`config.mk`:
```
export PLATFORM = sky130hd
export DESIGN_NAME = rs_ino_buf_flat
export DESIGN_NICKNAME = d
export VERILOG_FILES = /design/src/rtl/rs_ino_buf_if.sv /design/src/rtl/rs_ino_buf.sv /design/src/flat_wrapper.sv
export SDC_FILE = /design/constraint.sdc
export NUM_CORES = 2
export LEC_CHECK = 0
export CORE_MARGIN = 2
export CORE_UTILIZATION = 30
export CTS_CLUSTER_DIAMETER = 150
export DETAILED_ROUTE_END_ITERATION = 10
export HOLD_SLACK_MARGIN = 0.03
export SETUP_SLACK_MARGIN = 0.3
export SLEW_MARGIN = 0
export SYNTH_ARGS = -nofsm -noshare
export SYNTH_HDL_FRONTEND = slang
export SYNTH_SLANG_ARGS = --single-unit
```
`constraint.sdc`:
```
create_clock -name clk -period 1.9 [get_ports clk]
set_input_delay 0.19 -clock clk [delete_from_list [all_inputs] [get_ports clk]]
set_output_delay 0.19 -clock clk [all_outputs]
set_load 0.01 [all_outputs]
```
`src/rtl/rs_ino_buf_if.sv`:
```
// Port bundle between the in-order allocation/issue controller (master) and
// the reservation-station storage (slave).
interface rs_ino_buf_if #(
  parameter int ENTSEL      = 2,
  parameter int ENTNUM      = 4,
  parameter int DATALEN     = 32,
  parameter int RRFSEL      = 6,
  parameter int SPECTAG_LEN = 5,
  parameter int PLEN        = 32
);
  // Protocol: no backpressure. we1/we2 are single-cycle commands that must
  // target non-busy entries. fwd*_valid qualifies fwd*_tag/fwd*_data in the
  // same cycle only. issue_en frees issue_ptr at the clock edge, and the iss_*
  // read port always reflects issue_ptr.
  logic                   we1, we2;
  logic [ENTSEL-1:0]      waddr;
  logic [DATALEN-1:0]     src1_s1, src2_s1, src1_s2, src2_s2;
  logic                   src1v_s1, src2v_s1, src1v_s2, src2v_s2;
  logic [PLEN-1:0]        payload_s1, payload_s2;
  logic [SPECTAG_LEN-1:0] spectag_s1, spectag_s2;
  logic                   fwd1_valid, fwd2_valid;
  logic [RRFSEL-1:0]      fwd1_tag, fwd2_tag;
  logic [DATALEN-1:0]     fwd1_data, fwd2_data;
  logic                   issue_en;
  logic [ENTSEL-1:0]      issue_ptr;
  logic                   prmiss, prsuccess;
  logic [SPECTAG_LEN-1:0] prtag, killmask;
  logic [ENTNUM-1:0]      busyvec, readyvec, prbusyvec_next;
  logic [DATALEN-1:0]     iss_src1, iss_src2;
  logic [PLEN-1:0]        iss_payload;
  logic [SPECTAG_LEN-1:0] iss_spectag;

  modport master (
    output we1, we2, waddr, src1_s1, src2_s1, src1_s2, src2_s2,
           src1v_s1, src2v_s1, src1v_s2, src2v_s2, payload_s1, payload_s2,
           spectag_s1, spectag_s2, fwd1_valid, fwd2_valid, fwd1_tag, fwd2_tag,
           fwd1_data, fwd2_data, issue_en, issue_ptr, prmiss, prsuccess,
           prtag, killmask,
    input  busyvec, readyvec, prbusyvec_next, iss_src1, iss_src2,
           iss_payload, iss_spectag
  );

  modport slave (
    input  we1, we2, waddr, src1_s1, src2_s1, src1_s2, src2_s2,
           src1v_s1, src2v_s1, src1v_s2, src2v_s2, payload_s1, payload_s2,
           spectag_s1, spectag_s2, fwd1_valid, fwd2_valid, fwd1_tag, fwd2_tag,
           fwd1_data, fwd2_data, issue_en, issue_ptr, prmiss, prsuccess,
           prtag, killmask,
    output busyvec, readyvec, prbusyvec_next, iss_src1, iss_src2,
           iss_payload, iss_spectag
  );
endinterface

```
`src/rtl/rs_ino_buf.sv`:
```
// In-order reservation-station storage: dual-slot dispatch write, operand
// wakeup from two result buses, issue read port, and branch squash/resolve.
module rs_ino_buf #(
  parameter int ENTSEL      = 2,
  parameter int ENTNUM      = 4,
  parameter int DATALEN     = 32,
  parameter int RRFSEL      = 6,
  parameter int SPECTAG_LEN = 5,
  parameter int PLEN        = 32
) (
  input  logic        clk,
  input  logic        reset,
  rs_ino_buf_if.slave bus
);
  logic [ENTNUM-1:0]      busy, busy_n, src1v, src1v_n, src2v, src2v_n;
  logic [ENTNUM-1:0]      kill, iss_oh;
  logic [DATALEN-1:0]     src1 [ENTNUM];
  logic [DATALEN-1:0]     src1_n [ENTNUM];
  logic [DATALEN-1:0]     src2 [ENTNUM];
  logic [DATALEN-1:0]     src2_n [ENTNUM];
  logic [PLEN-1:0]        payload [ENTNUM];
  logic [PLEN-1:0]        payload_n [ENTNUM];
  logic [SPECTAG_LEN-1:0] spectag [ENTNUM];
  logic [SPECTAG_LEN-1:0] spectag_n [ENTNUM];
  logic [SPECTAG_LEN-1:0] spec_clr;
  logic [ENTSEL-1:0]      waddr2;
  logic [DATALEN:0]       w1_op1, w1_op2, w2_op1, w2_op2;

  // Returns {valid, data}; an invalid operand carries its rename tag in the
  // low RRFSEL bits, and fwd1 wins over fwd2 when both carry that tag.
  function automatic logic [DATALEN:0] capture(
    input logic v, input logic [DATALEN-1:0] d,
    input logic f1v, input logic [RRFSEL-1:0] f1t, input logic [DATALEN-1:0] f1d,
    input logic f2v, input logic [RRFSEL-1:0] f2t, input logic [DATALEN-1:0] f2d
  );
    logic [DATALEN:0] r;
    r = {v, d};
    if (!v) begin
      if (f1v && (d[RRFSEL-1:0] == f1t))      r = {1'b1, f1d};
      else if (f2v && (d[RRFSEL-1:0] == f2t)) r = {1'b1, f2d};
    end
    return r;
  endfunction

  assign waddr2 = bus.waddr + ENTSEL'(1);
  assign w1_op1 = capture(bus.src1v_s1, bus.src1_s1, bus.fwd1_valid, bus.fwd1_tag, bus.fwd1_data,
                          bus.fwd2_valid, bus.fwd2_tag, bus.fwd2_data);
  assign w1_op2 = capture(bus.src2v_s1, bus.src2_s1, bus.fwd1_valid, bus.fwd1_tag, bus.fwd1_data,
                          bus.fwd2_valid, bus.fwd2_tag, bus.fwd2_data);
  assign w2_op1 = capture(bus.src1v_s2, bus.src1_s2, bus.fwd1_valid, bus.fwd1_tag, bus.fwd1_data,
                          bus.fwd2_valid, bus.fwd2_tag, bus.fwd2_data);
  assign w2_op2 = capture(bus.src2v_s2, bus.src2_s2, bus.fwd1_valid, bus.fwd1_tag, bus.fwd1_data,
                          bus.fwd2_valid, bus.fwd2_tag, bus.fwd2_data);

  // A mispredict overrides a same-cycle resolve, so no tag bits are cleared then.
  always_comb begin
    spec_clr = (bus.prsuccess && !bus.prmiss) ? bus.prtag : '0;
    iss_oh   = '0;
    if (bus.issue_en) iss_oh[bus.issue_ptr] = 1'b1;
    for (int i = 0; i < ENTNUM; i++)
      kill[i] = bus.prmiss && busy[i] && (|(spectag[i] & bus.killmask));
  end

  always_comb begin
    busy_n = busy & ~kill & ~iss_oh;
    for (int i = 0; i < ENTNUM; i++) begin
      {src1v_n[i], src1_n[i]} = capture(src1v[i], src1[i], bus.fwd1_valid, bus.fwd1_tag,
                                        bus.fwd1_data, bus.fwd2_valid, bus.fwd2_tag, bus.fwd2_data);
      {src2v_n[i], src2_n[i]} = capture(src2v[i], src2[i], bus.fwd1_valid, bus.fwd1_tag,
                                        bus.fwd1_data, bus.fwd2_valid, bus.fwd2_tag, bus.fwd2_data);
      payload_n[i] = payload[i];
      spectag_n[i] = spectag[i] & ~spec_clr;
    end
    // Dispatch is dropped in a mispredict cycle; the allocator replays it.
    if (!bus.prmiss) begin
      if (bus.we1) begin
        busy_n[bus.waddr]                       = 1'b1;
        {src1v_n[bus.waddr], src1_n[bus.waddr]} = w1_op1;
        {src2v_n[bus.waddr], src2_n[bus.waddr]} = w1_op2;
        payload_n[bus.waddr]                    = bus.payload_s1;
        spectag_n[bus.waddr]                    = bus.spectag_s1 & ~spec_clr;
      end
      if (bus.we2) begin
        busy_n[waddr2]                  = 1'b1;
        {src1v_n[waddr2], src1_n[waddr2]} = w2_op1;
        {src2v_n[waddr2], src2_n[waddr2]} = w2_op2;
        payload_n[waddr2]               = bus.payload_s2;
        spectag_n[waddr2]               = bus.spectag_s2 & ~spec_clr;
      end
    end
  end

  always_ff @(posedge clk) begin
    if (reset) begin
      busy  <= '0;
      src1v <= '0;
      src2v <= '0;
      for (int i = 0; i < ENTNUM; i++) begin
        src1[i]    <= '0;
        src2[i]    <= '0;
        payload[i] <= '0;
        spectag[i] <= '0;
      end
    end else begin
      busy  <= busy_n;
      src1v <= src1v_n;
      src2v <= src2v_n;
      for (int i = 0; i < ENTNUM; i++) begin
        src1[i]    <= src1_n[i];
        src2[i]    <= src2_n[i];
        payload[i] <= payload_n[i];
        spectag[i] <= spectag_n[i];
      end
    end
  end

  assign bus.busyvec        = busy;
  assign bus.readyvec       = busy & src1v & src2v;
  assign bus.prbusyvec_next = busy & ~kill & ~iss_oh;
  assign bus.iss_src1       = src1[bus.issue_ptr];
  assign bus.iss_src2       = src2[bus.issue_ptr];
  assign bus.iss_payload    = payload[bus.issue_ptr];
  assign bus.iss_spectag    = spectag[bus.issue_ptr];
endmodule

```
`src/flat_wrapper.sv`:
```
// flat-port wrapper written by rule: the top's interface ports become plain ports
module rs_ino_buf_flat 
#(
  parameter int ENTSEL      = 2,
  parameter int ENTNUM      = 4,
  parameter int DATALEN     = 32,
  parameter int RRFSEL      = 6,
  parameter int SPECTAG_LEN = 5,
  parameter int PLEN        = 32
)
  (clk, reset, bus_we1, bus_we2, bus_waddr, bus_src1_s1, bus_src2_s1, bus_src1_s2, bus_src2_s2, bus_src1v_s1, bus_src2v_s1, bus_src1v_s2, bus_src2v_s2, bus_payload_s1, bus_payload_s2, bus_spectag_s1, bus_spectag_s2, bus_fwd1_valid, bus_fwd2_valid, bus_fwd1_tag, bus_fwd2_tag, bus_fwd1_data, bus_fwd2_data, bus_issue_en, bus_issue_ptr, bus_prmiss, bus_prsuccess, bus_prtag, bus_killmask, bus_busyvec, bus_readyvec, bus_prbusyvec_next, bus_iss_src1, bus_iss_src2, bus_iss_payload, bus_iss_spectag);
  rs_ino_buf_if #(.ENTSEL(ENTSEL), .ENTNUM(ENTNUM), .DATALEN(DATALEN), .RRFSEL(RRFSEL), .SPECTAG_LEN(SPECTAG_LEN), .PLEN(PLEN)) bus_i ();
  input  logic clk;
  input  logic reset;
  input wire logic [$bits(bus_i.we1)-1:0] bus_we1;
  input wire logic [$bits(bus_i.we2)-1:0] bus_we2;
  input wire logic [$bits(bus_i.waddr)-1:0] bus_waddr;
  input wire logic [$bits(bus_i.src1_s1)-1:0] bus_src1_s1;
  input wire logic [$bits(bus_i.src2_s1)-1:0] bus_src2_s1;
  input wire logic [$bits(bus_i.src1_s2)-1:0] bus_src1_s2;
  input wire logic [$bits(bus_i.src2_s2)-1:0] bus_src2_s2;
  input wire logic [$bits(bus_i.src1v_s1)-1:0] bus_src1v_s1;
  input wire logic [$bits(bus_i.src2v_s1)-1:0] bus_src2v_s1;
  input wire logic [$bits(bus_i.src1v_s2)-1:0] bus_src1v_s2;
  input wire logic [$bits(bus_i.src2v_s2)-1:0] bus_src2v_s2;
  input wire logic [$bits(bus_i.payload_s1)-1:0] bus_payload_s1;
  input wire logic [$bits(bus_i.payload_s2)-1:0] bus_payload_s2;
  input wire logic [$bits(bus_i.spectag_s1)-1:0] bus_spectag_s1;
  input wire logic [$bits(bus_i.spectag_s2)-1:0] bus_spectag_s2;
  input wire logic [$bits(bus_i.fwd1_valid)-1:0] bus_fwd1_valid;
  input wire logic [$bits(bus_i.fwd2_valid)-1:0] bus_fwd2_valid;
  input wire logic [$bits(bus_i.fwd1_tag)-1:0] bus_fwd1_tag;
  input wire logic [$bits(bus_i.fwd2_tag)-1:0] bus_fwd2_tag;
  input wire logic [$bits(bus_i.fwd1_data)-1:0] bus_fwd1_data;
  input wire logic [$bits(bus_i.fwd2_data)-1:0] bus_fwd2_data;
  input wire logic [$bits(bus_i.issue_en)-1:0] bus_issue_en;
  input wire logic [$bits(bus_i.issue_ptr)-1:0] bus_issue_ptr;
  input wire logic [$bits(bus_i.prmiss)-1:0] bus_prmiss;
  input wire logic [$bits(bus_i.prsuccess)-1:0] bus_prsuccess;
  input wire logic [$bits(bus_i.prtag)-1:0] bus_prtag;
  input wire logic [$bits(bus_i.killmask)-1:0] bus_killmask;
  output wire logic [$bits(bus_i.busyvec)-1:0] bus_busyvec;
  output wire logic [$bits(bus_i.readyvec)-1:0] bus_readyvec;
  output wire logic [$bits(bus_i.prbusyvec_next)-1:0] bus_prbusyvec_next;
  output wire logic [$bits(bus_i.iss_src1)-1:0] bus_iss_src1;
  output wire logic [$bits(bus_i.iss_src2)-1:0] bus_iss_src2;
  output wire logic [$bits(bus_i.iss_payload)-1:0] bus_iss_payload;
  output wire logic [$bits(bus_i.iss_spectag)-1:0] bus_iss_spectag;
  assign bus_i.we1 = bus_we1;
  assign bus_i.we2 = bus_we2;
  assign bus_i.waddr = bus_waddr;
  assign bus_i.src1_s1 = bus_src1_s1;
  assign bus_i.src2_s1 = bus_src2_s1;
  assign bus_i.src1_s2 = bus_src1_s2;
  assign bus_i.src2_s2 = bus_src2_s2;
  assign bus_i.src1v_s1 = bus_src1v_s1;
  assign bus_i.src2v_s1 = bus_src2v_s1;
  assign bus_i.src1v_s2 = bus_src1v_s2;
  assign bus_i.src2v_s2 = bus_src2v_s2;
  assign bus_i.payload_s1 = bus_payload_s1;
  assign bus_i.payload_s2 = bus_payload_s2;
  assign bus_i.spectag_s1 = bus_spectag_s1;
  assign bus_i.spectag_s2 = bus_spectag_s2;
  assign bus_i.fwd1_valid = bus_fwd1_valid;
  assign bus_i.fwd2_valid = bus_fwd2_valid;
  assign bus_i.fwd1_tag = bus_fwd1_tag;
  assign bus_i.fwd2_tag = bus_fwd2_tag;
  assign bus_i.fwd1_data = bus_fwd1_data;
  assign bus_i.fwd2_data = bus_fwd2_data;
  assign bus_i.issue_en = bus_issue_en;
  assign bus_i.issue_ptr = bus_issue_ptr;
  assign bus_i.prmiss = bus_prmiss;
  assign bus_i.prsuccess = bus_prsuccess;
  assign bus_i.prtag = bus_prtag;
  assign bus_i.killmask = bus_killmask;
  assign bus_busyvec = bus_i.busyvec;
  assign bus_readyvec = bus_i.readyvec;
  assign bus_prbusyvec_next = bus_i.prbusyvec_next;
  assign bus_iss_src1 = bus_i.iss_src1;
  assign bus_iss_src2 = bus_i.iss_src2;
  assign bus_iss_payload = bus_i.iss_payload;
  assign bus_iss_spectag = bus_i.iss_spectag;
  rs_ino_buf #(.ENTSEL(ENTSEL), .ENTNUM(ENTNUM), .DATALEN(DATALEN), .RRFSEL(RRFSEL), .SPECTAG_LEN(SPECTAG_LEN), .PLEN(PLEN)) u_core (.clk(clk), .reset(reset), .bus(bus_i));
endmodule
```
==> flow_summary.rst <==
.. list-table::
   :header-rows: 1

   * - Metric
     - Value
   * - Final net count
     - 4867
   * - Cell family with most CP delay
     - multiplexers
   * - Min Clock Period, post-route
     - 2.238 ns
   * - Initial core utilization
     - 30.36%
   * - VDD IR max
     - 0.7899 mV
   * - Aggregate global routing overflow
     - 0
   * - WL per Instance
     - 34.43 um
   * - Y dimension of the die
     - 328.1 um
   * - I/O pin count
     - 418
   * - Sequential Power Share
     - 32.1%
   * - Highest cell delay on the worst timing path
     - 0.56 ns
   * - Cell-internal power
     - 20.50 mW
   * - Clock group share of total power
     - 34.6%
   * - Combinational power share
     - 33.3%
   * - Setup slack after layout
     - -0.3381 ns
   * - Mapped Avg Cell Area
     - 8.680 um2
   * - Number of hold violations in the final report
     - 0
   * - Die width
     - 328.1 um
   * - Syn nets
     - 3935
   * - Total design power
     - 31.21 mW
   * - Sequence of cells on the critical path
     - buf_6 > buf_6 > mux4_2 > buf_6
   * - Critical path peak fanout
     - 3
   * - Ratio of routed vias to standard cells
     - 6.913
   * - Net switching component of the power
     - 10.70 mW
   * - Instance count after placement with tap cells included
     - 5609
   * - Most frequent standard cell in the layout excluding fill and tap cells
     - buf_4
   * - Seq/Total Area, Yosys
     - 26.43%
   * - Power per Cell Area
     - 590.2 nW/um2
   * - Post-detailed-route count of antenna-violating nets
     - 0
   * - Final cell count without fillers
     - 5997
   * - Number of gates on the worst path with buffers counted
     - 4
   * - Detailed Route Iter0 Violations
     - 7125
   * - Share of final-layout standard cells stronger than drive strength 1
     - 48.59%
   * - Final WL
     - 206500 um
   * - Number of antenna violations at the first check in global routing
     - 20
   * - Cell with the most instances on the worst path
     - buf_6
   * - CTS clk-pin slew, worst paths
     - 0.07 ns
   * - Number of flops mapped to enable cells by yosys
     - 0
   * - CTS buffer count
     - 53
   * - Setup clock skew after layout
     - 0.07139 ns
   * - DRC violation count after routing
     - 0
   * - Maximum level of the CTS H-tree
     - 2
   * - Setup Total Neg Slack
     - -48.46 ns
   * - Layout area overhead
     - 67.80%
   * - Maximum number of pins on one net before global-route repair
     - 97
   * - Number of global-route vias before repair
     - 38720
   * - Main flop type after synthesis
     - dfxtp_1
   * - Period utilization
     - 117.8%
   * - Clk Latency, worst-skew pair
     - 0.71 ns
   * - Crit end category
     - output pin
   * - Global-route wire length before repair
     - 276000 um
   * - Pins Over Slew Limit
     - 0
   * - Number of sinks handled by clock tree synthesis
     - 416
   * - Violations in the final reports
     - setup timing
   * - Class of the tightest hold or removal check
     - in -> reg
   * - Slew HR
     - 25.05%
   * - Post-detailed-placement half-perimeter wirelength
     - 131000 um
   * - Category of the worst setup path launch point
     - flip-flop
   * - Number of distinct standard cells referenced by the synthesized netlist
     - 70
   * - Mapped Area
     - 31510 um2
   * - All-layer global routing usage
     - 34.86%
   * - Achievable frequency
     - 446.8 MHz
   * - Std-Cell Rows
     - 118
   * - Data required, critical path
     - 1.71 ns
   * - Detailed Routing Iterations Pass 1
     - 9
   * - Vias after detailed routing
     - 41460
   * - DIE AREA
     - 107600 um2
   * - Gpl congestion
     - 1.052
   * - Cell count of the worst reg-to-reg path
     - 10
   * - Library cell used as clock root buffer
     - clkbuf_16
   * - Port-buffer cells
     - 417
   * - Tightest Pin Transition
     - 1.124 ns
   * - Share of total power consumed by net switching
     - 34.30%
   * - Post-Route Hold Slack
     - 0.06395 ns
   * - Post-synthesis sequential element count
     - 416
   * - Startpoint-to-endpoint class of the critical path
     - reg -> out
   * - Setup repair after global routing missed its margin
     - yes
   * - Final setup vio count
     - 291
   * - Clock tree from TritonCTS
     - built
   * - Pleak
     - 19.24 nW
   * - Post-Synthesis Cells
     - 3630
   * - Number of buffers and inverters on the critical path
     - 3
   * - Worst-path cell with the longest stage delay
     - mux4_2
   * - Most frequent cells in the layout
     - buf_4 (574), o22ai_1 (353), clkdlybuf4s50_1 (278)
   * - Count of warnings emitted by yosys
     - 0
   * - Hold Path Stages
     - 3
   * - Number of maximum-capacitance constraint violations
     - 0
   * - Core area
     - 103800 um2
   * - Count of fill cells added during filler insertion
     - 9107
   * - Deepest clock path buffer count
     - 3
   * - Outcome
     - complete, but fails checks
   * - Share of async-settable or async-resettable flops after synthesis
     - 0%
   * - Critical path arrival
     - 2.05 ns
per-stage QoR:
step | setup WS [ns] | cell area (um2) | utilization [%]
after floorplan | -0.03259 | 33260 | -
after global placement | -0.9656 | 44380 | 42.76
after detailed placement | -0.9798 | 44380 | 42.76
after CTS | -0.2181 | 49800 | 47.98
after global routing | -0.3790 | 52870 | 50.94
final | -0.3381 | 52870 | 50.94
kinds of logic (layout without fill, tap and decap cells):
| kind of cell | after synthesis | in the layout | share of synthesized area (%) |
|---|---|---|---|
| muxes | 429 | 429 | 18.40 |
| buffers and inverters | 520 | 1491 | 6.854 |
| other | 0 | 15 | 0 |
| xor gates and xnor gates | 145 | 145 | 4.031 |
| DFF | 416 | 416 | 26.43 |
| AOI/OAI and AO/OA | 1453 | 1453 | 33.67 |
| and+or+nand+nor | 667 | 668 | 10.61 |
state kept, by name, summed over array words and instances (netlist names):
name	cells
u_core.payload	128
u_core.src1	128
u_core.src2	128
u_core.spectag	20
u_core.bus.busyvec	4
u_core.src1v	4
u_core.src2v	4
cells in the mapped netlist (all sizes together), types with 30 or more instances:
master,n,area (um2)
dfxtp,416,8328
mux4,101,2275
a2111oi,32,454.2
a221o,223,2232
o22ai,390,2477
xnor2,109,954.7
a211oi,294,2212
xor2,36,315.3
a22oi,35,262.8
nor3,189,957.2
clkbuf,365,1370
buf,114,635.6
nor2b,45,281.5
nor2,226,848.3
inv,41,153.9
a31oi,91,569.3
a311oi,32,280.3
nor4,30,342.8
mux2i,136,1361
a21oi,270,1385
mux2,192,2162
nand2,83,311.6
power groups by stage:
stage / registers (mW) / clock network [mW] / logic (mW)
3_5_place_dp: 10.1 / 0 / 8.36
6_report: 10.0 / 10.8 / 10.4
4_1_cts: 9.95 / 10.7 / 9.20
2_1_floorplan: 9.94 / 0 / 4.19
3_3_place_gp: 10.1 / 0 / 8.30
5_1_grt: 10.0 / 11.1 / 10.6
routing by layer:
| metal | global-route usage [%] | routed length (um) | vias up |
|---|---|---|---|
| li1 | - | - | 16420 |
| met1 | 43.63 | 73740 | 19740 |
| met2 | 49.02 | 81940 | 4078 |
| met3 | 12.86 | 32290 | 1201 |
| met4 | 24.88 | 18420 | 12 |
| met5 | 0 | 71 | - |
cell type report:
cell class | instances | area (um2) | area share (%)
inverters | 41 | 153.9 | 0.2911
well taps | 1380 | 1727 | 3.266
diodes | 15 | 37.54 | 0.07099
repair buffers | 1355 | 15310 | 28.96
flip-flops and latches | 416 | 8627 | 16.32
multi-input cells | 2695 | 25230 | 47.71
clock buffers | 79 | 1564 | 2.958
clock inverters | 16 | 224.0 | 0.4236
worst reg2reg max path, cell delays in order, from the launching register on:
cell and delay (ns):
dfxtp_4 0.36, buf_6 0.11, xnor2_2 0.11, nand4_1 0.18, buf_4 0.15, nor2_2 0.05
nor3_4 0.19, buf_4 0.20, buf_6 0.42, a21oi_2 0.12, a211oi_1 0.28
path summary, 6_finish.rpt:
kind	startpoint	to	slack, ns
setup / recovery	u_core.src2[2][5]	bus_iss_src2[5]	-0.34
hold / removal	bus_src1_s2[5]	u_core.src1[3][5]	0.06
setup reg to reg	u_core.src2[0][3]	u_core.src2[0][5]	-0.33
hold reg to reg	u_core.payload[0][15]	u_core.payload[0][15]	0.50
timing repair:
| item | CTS | global route |
|---|---|---|
| endpoints found under the setup margin | 439 | 486 |
| setup buffers | 167 | 64 |
| resized for setup | 1051 | 382 |
| endpoints found under the hold margin | 4 | 0 |
| hold buffers | 1 | 0 |
| pin swaps | 173 | 214 |
| gates cloned | 25 | 21 |
Note: power is estimated with default switching activity, not from simulation.
